[config.mk]
export PLATFORM = sky130hd
export DESIGN_NAME = ps2_mouse_init_ctrl
export DESIGN_NICKNAME = d
export VERILOG_FILES = /design/src/rtl/ps2_mouse_init_ctrl.sv
export SDC_FILE = /design/constraint.sdc
export NUM_CORES = 1
export LEC_CHECK = 0
export ABC_AREA = 1
export CORE_UTILIZATION = 60
export CTS_BUF_LIST = sky130_fd_sc_hd__clkbuf_4 sky130_fd_sc_hd__clkbuf_8
export DETAILED_ROUTE_END_ITERATION = 10
export PLACE_DENSITY = 0.92
export SETUP_SLACK_MARGIN = 0.5
export SYNTH_ARGS = -nofsm -noshare
export SYNTH_HDL_FRONTEND = slang
export SYNTH_SLANG_ARGS = --single-unit
[constraint.sdc]
create_clock -name clk_sys -period 3.2 [get_ports clk_sys]
set_input_delay 0.48 -clock clk_sys [delete_from_list [all_inputs] [get_ports clk_sys]]
set_output_delay 0.48 -clock clk_sys [all_outputs]
set_load 0.01 [all_outputs]
[src/rtl/ps2_mouse_init_ctrl.sv]
// Host-side PS/2 mouse init sequencer: reset, sample rate, resolution, stream enable, reply checking.
// Define PS2_WHEEL_DETECT_EN to insert the wheel-mouse probe (F3 C8/64/50, F2) and capture mouse_id.
module ps2_mouse_init_ctrl #(
   parameter logic [7:0] SAMPLE_RATE   = 8'd100,
   parameter logic [7:0] RESOLUTION    = 8'd2,
   parameter int         INHIBIT_TICKS = 600,
   parameter int         TMO_TICKS     = 3000000,
   parameter int         MAX_RETRY     = 3
) (
   input  logic       clk_sys,
   input  logic       reset,
   input  logic       ce_6mp,
   input  logic       ps2_clk_in,
   input  logic       ps2_data_in,
   output logic       ps2_clk_oe,
   output logic       ps2_data_oe,
   input  logic       start,
   output logic       busy,
   output logic       ready,
   output logic       error,
   output logic [7:0] mouse_id
);

   localparam int TMAX = (TMO_TICKS > INHIBIT_TICKS) ? TMO_TICKS : INHIBIT_TICKS;
   localparam int TW   = $clog2(TMAX + 1);
   localparam int RW   = $clog2(MAX_RETRY + 1);
`ifdef PS2_WHEEL_DETECT_EN
   localparam logic [3:0] LAST_STEP = 4'd12;
   localparam logic [3:0] ID_STEP   = 4'd7;
`else
   localparam logic [3:0] LAST_STEP = 4'd5;
`endif

   typedef enum logic [2:0] {S_SEND, S_INHIBIT, S_TX, S_RX, S_READY, S_ERROR} state_t;

   state_t          state, state_n;
   logic [3:0]      step, step_n, nbit, nbit_n;
   logic [1:0]      ridx, ridx_n, fe_cnt, fe_n;
   logic [9:0]      rx_sh, rx_sh_n;
   logic [RW-1:0]   retry, retry_n;
   logic            bad_seen, bad_n;
   logic [7:0]      id_n, tx_b, rx_byte;
   logic [TW-1:0]   tick;
   logic            clk_s1, clk_s2, clk_prev, data_s1, data_s;
   logic            clk_fall, clk_edge, tmo, rx_ok, fail, adv, tx_bit_oe;

   function automatic logic [7:0] cmd_byte(input logic [3:0] s);
`ifdef PS2_WHEEL_DETECT_EN
      case (s)
         4'd0:    return 8'hFF;
         4'd1:    return 8'hF3;
         4'd2:    return 8'hC8;
         4'd3:    return 8'hF3;
         4'd4:    return 8'h64;
         4'd5:    return 8'hF3;
         4'd6:    return 8'h50;
         4'd7:    return 8'hF2;
         4'd8:    return 8'hF3;
         4'd9:    return SAMPLE_RATE;
         4'd10:   return 8'hE8;
         4'd11:   return RESOLUTION;
         default: return 8'hF4;
      endcase
`else
      case (s)
         4'd0:    return 8'hFF;
         4'd1:    return 8'hF3;
         4'd2:    return SAMPLE_RATE;
         4'd3:    return 8'hE8;
         4'd4:    return RESOLUTION;
         default: return 8'hF4;
      endcase
`endif
   endfunction

   always_ff @(posedge clk_sys) begin
      if (reset) begin
         {clk_s1, clk_s2, clk_prev} <= 3'b111;
         {data_s1, data_s}          <= 2'b11;
      end else begin
         {clk_prev, clk_s2, clk_s1} <= {clk_s2, clk_s1, ps2_clk_in};
         {data_s, data_s1}          <= {data_s1, ps2_data_in};
      end
   end

   assign clk_fall = clk_prev & ~clk_s2;
   assign clk_edge = clk_prev ^ clk_s2;
   assign tmo      = ce_6mp && (tick == TW'(TMO_TICKS - 1));
   assign tx_b     = cmd_byte(step);
   assign rx_byte  = rx_sh[8:1];
   assign rx_ok    = ~rx_sh[0] & data_s & (rx_sh[9] == ~^rx_sh[8:1]);

   // Host frame: start (pulled), data LSB first, odd parity, stop (released).
   always_comb begin
      tx_bit_oe = 1'b0;
      if (nbit == 4'd0)       tx_bit_oe = 1'b1;
      else if (nbit <= 4'd8)  tx_bit_oe = ~tx_b[3'(nbit - 4'd1)];
      else if (nbit == 4'd9)  tx_bit_oe = ^tx_b;
   end

   always_comb begin
      state_n = state;
      step_n  = step;
      nbit_n  = nbit;
      ridx_n  = ridx;
      rx_sh_n = rx_sh;
      retry_n = retry;
      fe_n    = fe_cnt;
      bad_n   = bad_seen;
      id_n    = mouse_id;
      fail    = 1'b0;
      adv     = 1'b0;
      case (state)
         S_SEND: begin
            state_n = S_INHIBIT;
            nbit_n  = '0;
            ridx_n  = '0;
         end
         S_INHIBIT: if (ce_6mp && tick == TW'(INHIBIT_TICKS - 1)) state_n = S_TX;
         S_TX: begin
            if (clk_fall) begin
               if (nbit == 4'd10) begin
                  if (data_s) fail = 1'b1;
                  else begin
                     state_n = S_RX;
                     nbit_n  = '0;
                  end
               end else nbit_n = nbit + 4'd1;
            end else if (tmo) fail = 1'b1;
         end
         S_RX: begin
            if (clk_fall) begin
               nbit_n  = nbit + 4'd1;
               rx_sh_n = {data_s, rx_sh[9:1]};
               if (nbit == 4'd10) begin
                  nbit_n = '0;
                  // A corrupt frame asks for one resend, like an FE from the device.
                  if (!rx_ok) begin
                     if (bad_seen) fail = 1'b1;
                     else begin
                        bad_n   = 1'b1;
                        state_n = S_SEND;
                     end
                  end else if (rx_byte == 8'hFE) begin
                     if (fe_cnt == 2'd2) fail = 1'b1;
                     else begin
                        fe_n    = fe_cnt + 2'd1;
                        state_n = S_SEND;
                     end
                  end else if (step == 4'd0) begin
                     case (ridx)
                        2'd0: if (rx_byte == 8'hFA) ridx_n = 2'd1;
                              else if (rx_byte == 8'hAA) ridx_n = 2'd2;
                              else fail = 1'b1;
                        2'd1: if (rx_byte == 8'hAA) ridx_n = 2'd2; else fail = 1'b1;
                        default: if (rx_byte == 8'h00) adv = 1'b1; else fail = 1'b1;
                     endcase
`ifdef PS2_WHEEL_DETECT_EN
                  end else if (step == ID_STEP && ridx == 2'd1) begin
                     id_n = rx_byte;
                     adv  = 1'b1;
                  end else if (step == ID_STEP) begin
                     if (rx_byte == 8'hFA) ridx_n = 2'd1; else fail = 1'b1;
`endif
                  end else if (rx_byte == 8'hFA) adv = 1'b1;
                  else fail = 1'b1;
               end
            end else if (tmo) fail = 1'b1;
         end
         default: ;
      endcase
      if (adv) begin
         fe_n    = '0;
         bad_n   = 1'b0;
         step_n  = step + 4'd1;
         state_n = (step == LAST_STEP) ? S_READY : S_SEND;
      end
      if (fail) begin
         retry_n = retry + 1'b1;
         fe_n    = '0;
         bad_n   = 1'b0;
         step_n  = '0;
         state_n = (retry == RW'(MAX_RETRY - 1)) ? S_ERROR : S_SEND;
      end
      if (start) begin
         state_n = S_SEND;
         step_n  = '0;
         nbit_n  = '0;
         ridx_n  = '0;
         retry_n = '0;
         fe_n    = '0;
         bad_n   = 1'b0;
      end
   end

   always_ff @(posedge clk_sys) begin
      if (reset) begin
         state    <= S_SEND;
         step     <= '0;
         nbit     <= '0;
         ridx     <= '0;
         rx_sh    <= '0;
         retry    <= '0;
         fe_cnt   <= '0;
         bad_seen <= 1'b0;
         mouse_id <= 8'h00;
         tick     <= '0;
      end else begin
         state    <= state_n;
         step     <= step_n;
         nbit     <= nbit_n;
         ridx     <= ridx_n;
         rx_sh    <= rx_sh_n;
         retry    <= retry_n;
         fe_cnt   <= fe_n;
         bad_seen <= bad_n;
         mouse_id <= id_n;
         if (state_n != state || clk_edge) tick <= '0;
         else if (ce_6mp && state inside {S_INHIBIT, S_TX, S_RX}) tick <= tick + 1'b1;
      end
   end

   assign ps2_clk_oe  = (state == S_INHIBIT);
   assign ps2_data_oe = (state == S_TX) && tx_bit_oe;
   assign busy        = !(state inside {S_READY, S_ERROR});
   assign ready       = (state == S_READY);
   assign error       = (state == S_ERROR);

endmodule

==> impl_results.md <==
- Status: finished, final reports clean
- Routed length per placed instance: 14.03 µm
- Root Buffer Master: sky130_fd_sc_hd__clkbuf_8
- Final Net Count: ~540
- TritonCTS buffer count: 5
- Type of the setup path with the least slack: reg2out
- Minimum clock period after layout: between 2 and 3 ns
- WL final: 8140 µm
- # IOs: 19
- Power density normalized to cell area: just under 300 nW/µm²
- Hold Crit Endpoint: clk_s2$_SDFF_PP1_
- Number of buffers inserted for hold repair after clock tree synthesis: 0
- Core area: about 5600 µm²
- Residual DRC count: 0
- Placed Cells incl. Taps: about 560
- Signed area change from the synthesized netlist to the final layout: 14.18%
- Initial antenna violation count: 0
- Count of fill cells added during filler insertion: 394
- Number of flops mapped to enable cells by yosys: 0
- Worst R2R Start: rx_sh[3]$_SDFFE_PP0P_
- Series of cell instances along the critical path: inv_4, ha_4, o21ai_2, nand4_1, nand3_2, xor2_1, nand2_1, or2_4, a41oi_2, nor2_1, buf_2
- Aggregate global-route resource usage: 0.2486
- Largest fanout of any net on the critical path: 5
- Count of port buffers added during placement: 10
- Final Non-Filler Cells: between 500 and 600
- Fraction of layout instances using a drive strength above 1: 0.2244
- 1st-iter DRT viols: around 280
- Number of buffers and inverters on the critical path: 2
- Die area: about 6100 µm²
- Site Rows: 27
- HPWL after DPL: between 5000 and 6000 µm
- Fin. Hold Viols: 0
- Static Leak: between 1.5 and 2 nW
- Largest delay share family, worst path: simple AND/OR/NAND/NOR gates
- Commonest cells post-synth: sky130_fd_sc_hd__nand2_1 (92), sky130_fd_sc_hd__inv_1 (64), sky130_fd_sc_hd__dfxtp_1 (55)
- Worst hold path startpoint: clk_s1$_SDFF_PP1_
- Max-slew violation count: 0
- Post-Synthesis Mean Instance Area: ~7.2 µm²
- Endpoint of the worst-slack reg-to-reg timing path: tick[7]$_SDFFE_PP0P_
- Largest net degree at the start of global routing: 23
- Final worst setup slack: between 0.5 and 0.6 ns
- Portion of the post-synthesis area used by sequential elements: 0.3143
- GPL Wtd Cong: slightly above 0.9
- Antenna violation net count after detailed routing: 0
- Clk sinks: 55
- Via count of the first global-routing pass: between 3k and 4k
- Remaining global-route overflow: 0
- Horizontal die dimension: approximately 78 µm
- Synthesized instance count: between 400 and 500
- Die H: 78.41 µm
- Final design utilization: 0.7176
- # H-tree levels: 2
- DR pass1 iterations: 6
- Worst-path cell with the longest stage delay: sky130_fd_sc_hd__dfxtp_4
- Headroom to the max-slew limit: 0.6186
- Wire length of the first global-routing pass: ~12000 µm
- Number of setup violations in the final report: 0
- Cell types occupying the most area after synthesis: sky130_fd_sc_hd__dfxtp_1 (31%), sky130_fd_sc_hd__nand2_1 (9.9%), sky130_fd_sc_hd__ha_1 (8.6%), sky130_fd_sc_hd__inv_1 (6.9%), sky130_fd_sc_hd__nor2_1 (4.6%)
- Netlist area before placement: between 3000 and 4000 µm²
- Worst slack at placement: 0.2541 ns
- Critical Path Start Type: flop
- Final worst-path cycle share: 0.8221
- Largest clock skew in the final design: roughly 0.014 ns
- Cell with the most instances after synthesis: sky130_fd_sc_hd__nand2_1
- Count of warnings emitted by yosys: 0
- Async set-or-reset flop fraction in the synthesized netlist: 0
- CP Data Required Time: approximately 2.7 ns
- Post-synth cell types: 39
- Maximum buffer depth of the clock tree: 2
- Worst vdd rail ir drop: between 0.0002 and 0.00025 V
- Max-capacitance violation count: 0
- Worst hold path stage count: 1
- RSZ-0062 raised after global routing: true
- Number of register bits inferred by synthesis: 55
- Kind of capture point of the worst setup path: output port
- ANT cells: 0
- Starting density of the core: 0.6285
- Setup TNS: 0 ns
- Cell taking the most area after synthesis: sky130_fd_sc_hd__dfxtp_1
- Clock-pin slew reported for the worst setup and hold paths after clock tree synthesis: approximately 0.090 ns
- Drt via density: 5.729
- Max stage delay on crit path: between 0.3 and 0.4 ns
- Vias after detailed routing: about 3.3k
- Most used DFF post-synth: sky130_fd_sc_hd__dfxtp_1
- FMAX: approximately 380 MHz
- CTS tree: done
- Slack of the worst reg-to-reg path: around 0.63 ns
- Crit path from: step[0]$_SDFFE_PP0P_
- Class of the most critical hold timing path: reg2reg
- Count of cells along the worst register-to-register path: 20
- Worst endpoint data arrival time: roughly 2.2 ns
- Clock network latency to the later pin of the worst-skew pair: 0.32 ns
- Measured slew at the worst slew-check pin: 0.5707 ns
- Post-synth top area share: 0.3143
final cells by class:
cell class | count | area, µm² | share of cell area
Tap cell | 72 | 90.09 | 0.02252
Multi-Input combinational cell | 355 | 2220 | 0.5549
Inverter | 67 | 254.0 | 0.06350
Clock inverter | 2 | 17.52 | 0.004379
Clock buffer | 6 | 76.32 | 0.01908
Timing Repair Buffer | 23 | 222.7 | 0.05568
Sequential cell | 55 | 1120 | 0.2799
metal layers:
metal,share of wire,global-route usage,vias to the layer above
met5,0,0,-
met4,0.034,0.1130,0
met3,0.053,0.03953,39
met2,0.51,0.4746,147
met1,0.40,0.2649,1553
li1,-,-,1584
sequential cells by signal (all words and copies together), names as in the netlist:
register / cells
tick: 22
rx_sh: 10
nbit: 4
step: 4
state: 3
fe_cnt: 2
retry: 2
ridx: 2
bad_seen: 1
clk_prev: 1
clk_s1: 1
clk_s2: 1
data_s: 1
data_s1: 1
metrics by stage:
stage | hold slack, ns | total power [W] | area, µm²
2_1_floorplan | 0.3895 | 0.0007694 | 3530
3_3_place_gp | 0.3971 | 0.0007811 | 3649
3_5_place_dp | 0.3937 | 0.0007843 | 3649
4_1_cts | 0.4158 | 0.001171 | 3814
5_1_grt | 0.4300 | 0.001222 | 4000
6_report | 0.4140 | 0.001177 | 4000
report_power, final:
part / switching, W / internal (W)
sequential: 0.00000419 / 0.000687
clock: 0.000231 / 0.000166
combinational: 0.0000556 / 0.0000329
cell usage in the layout, fill, tap and decap left out, drive strengths merged:
cell type	netlist	layout
a211oi	2	2
a21oi	28	28
a311oi	1	1
a41oi	2	2
and3	1	1
buf	11	13
clkbuf	3	7
clkdlybuf4s50	0	9
clkinv	0	2
conb	1	8
dfxtp	55	55
ha	24	24
inv	67	67
mux2i	1	1
nand2	98	98
nand3	30	30
nand3b	1	1
nand4	10	10
nor2	72	72
nor3	13	13
nor3b	1	1
nor4	5	5
o2111ai	1	1
o211a	1	1
o21a	1	1
o21ai	23	23
o21bai	1	1
o22ai	1	1
or2	6	6
xnor2	8	8
xor2	16	16
worst max-delay path by stage:
stage                     cells past startpoint                   end  slack, ns
after global routing                         21  tick[7]$_SDFFE_PP0P_       0.45
after detailed placement                     11           ps2_data_oe       0.25
final                                        11           ps2_data_oe       0.57
after CTS                                    11           ps2_data_oe       0.50
after floorplan                              10           ps2_data_oe       0.75
after global placement                       11           ps2_data_oe       0.37
cells by family (layout without fill, tap and decap cells):
kind of cell,count (synthesis),in the layout,share of synthesized area
buf+inv,81,98,0.1000
simple gates,237,237,0.3368
xor+xnor,24,24,0.06000
compound gates,61,61,0.09929
other cells,1,8,0.001070
mux,1,1,0.002857
flops,55,55,0.3143
fa+ha+maj,24,24,0.08571
worst register-to-register path, delay by kind of cell, from the launching register on:
family	cells	cell delay (ns)
AO/OA/AOI/OAI	1	0.06
adder cells (fa/ha/maj)	1	0.23
buffers and inverters	4	0.49
flip-flops	1	0.34
AND/OR/NAND/NOR	14	1.39
what timing repair did:
action / 4_1_cts / 5_1_grt
gates resized for setup: 19 / 31
gates cloned: 0 / 1
pin swaps: 3 / 12
setup endpoints to repair: 1 / 24
buffers inserted: 3 / 7
No activity file was read; power rests on OpenSTA's default activity.
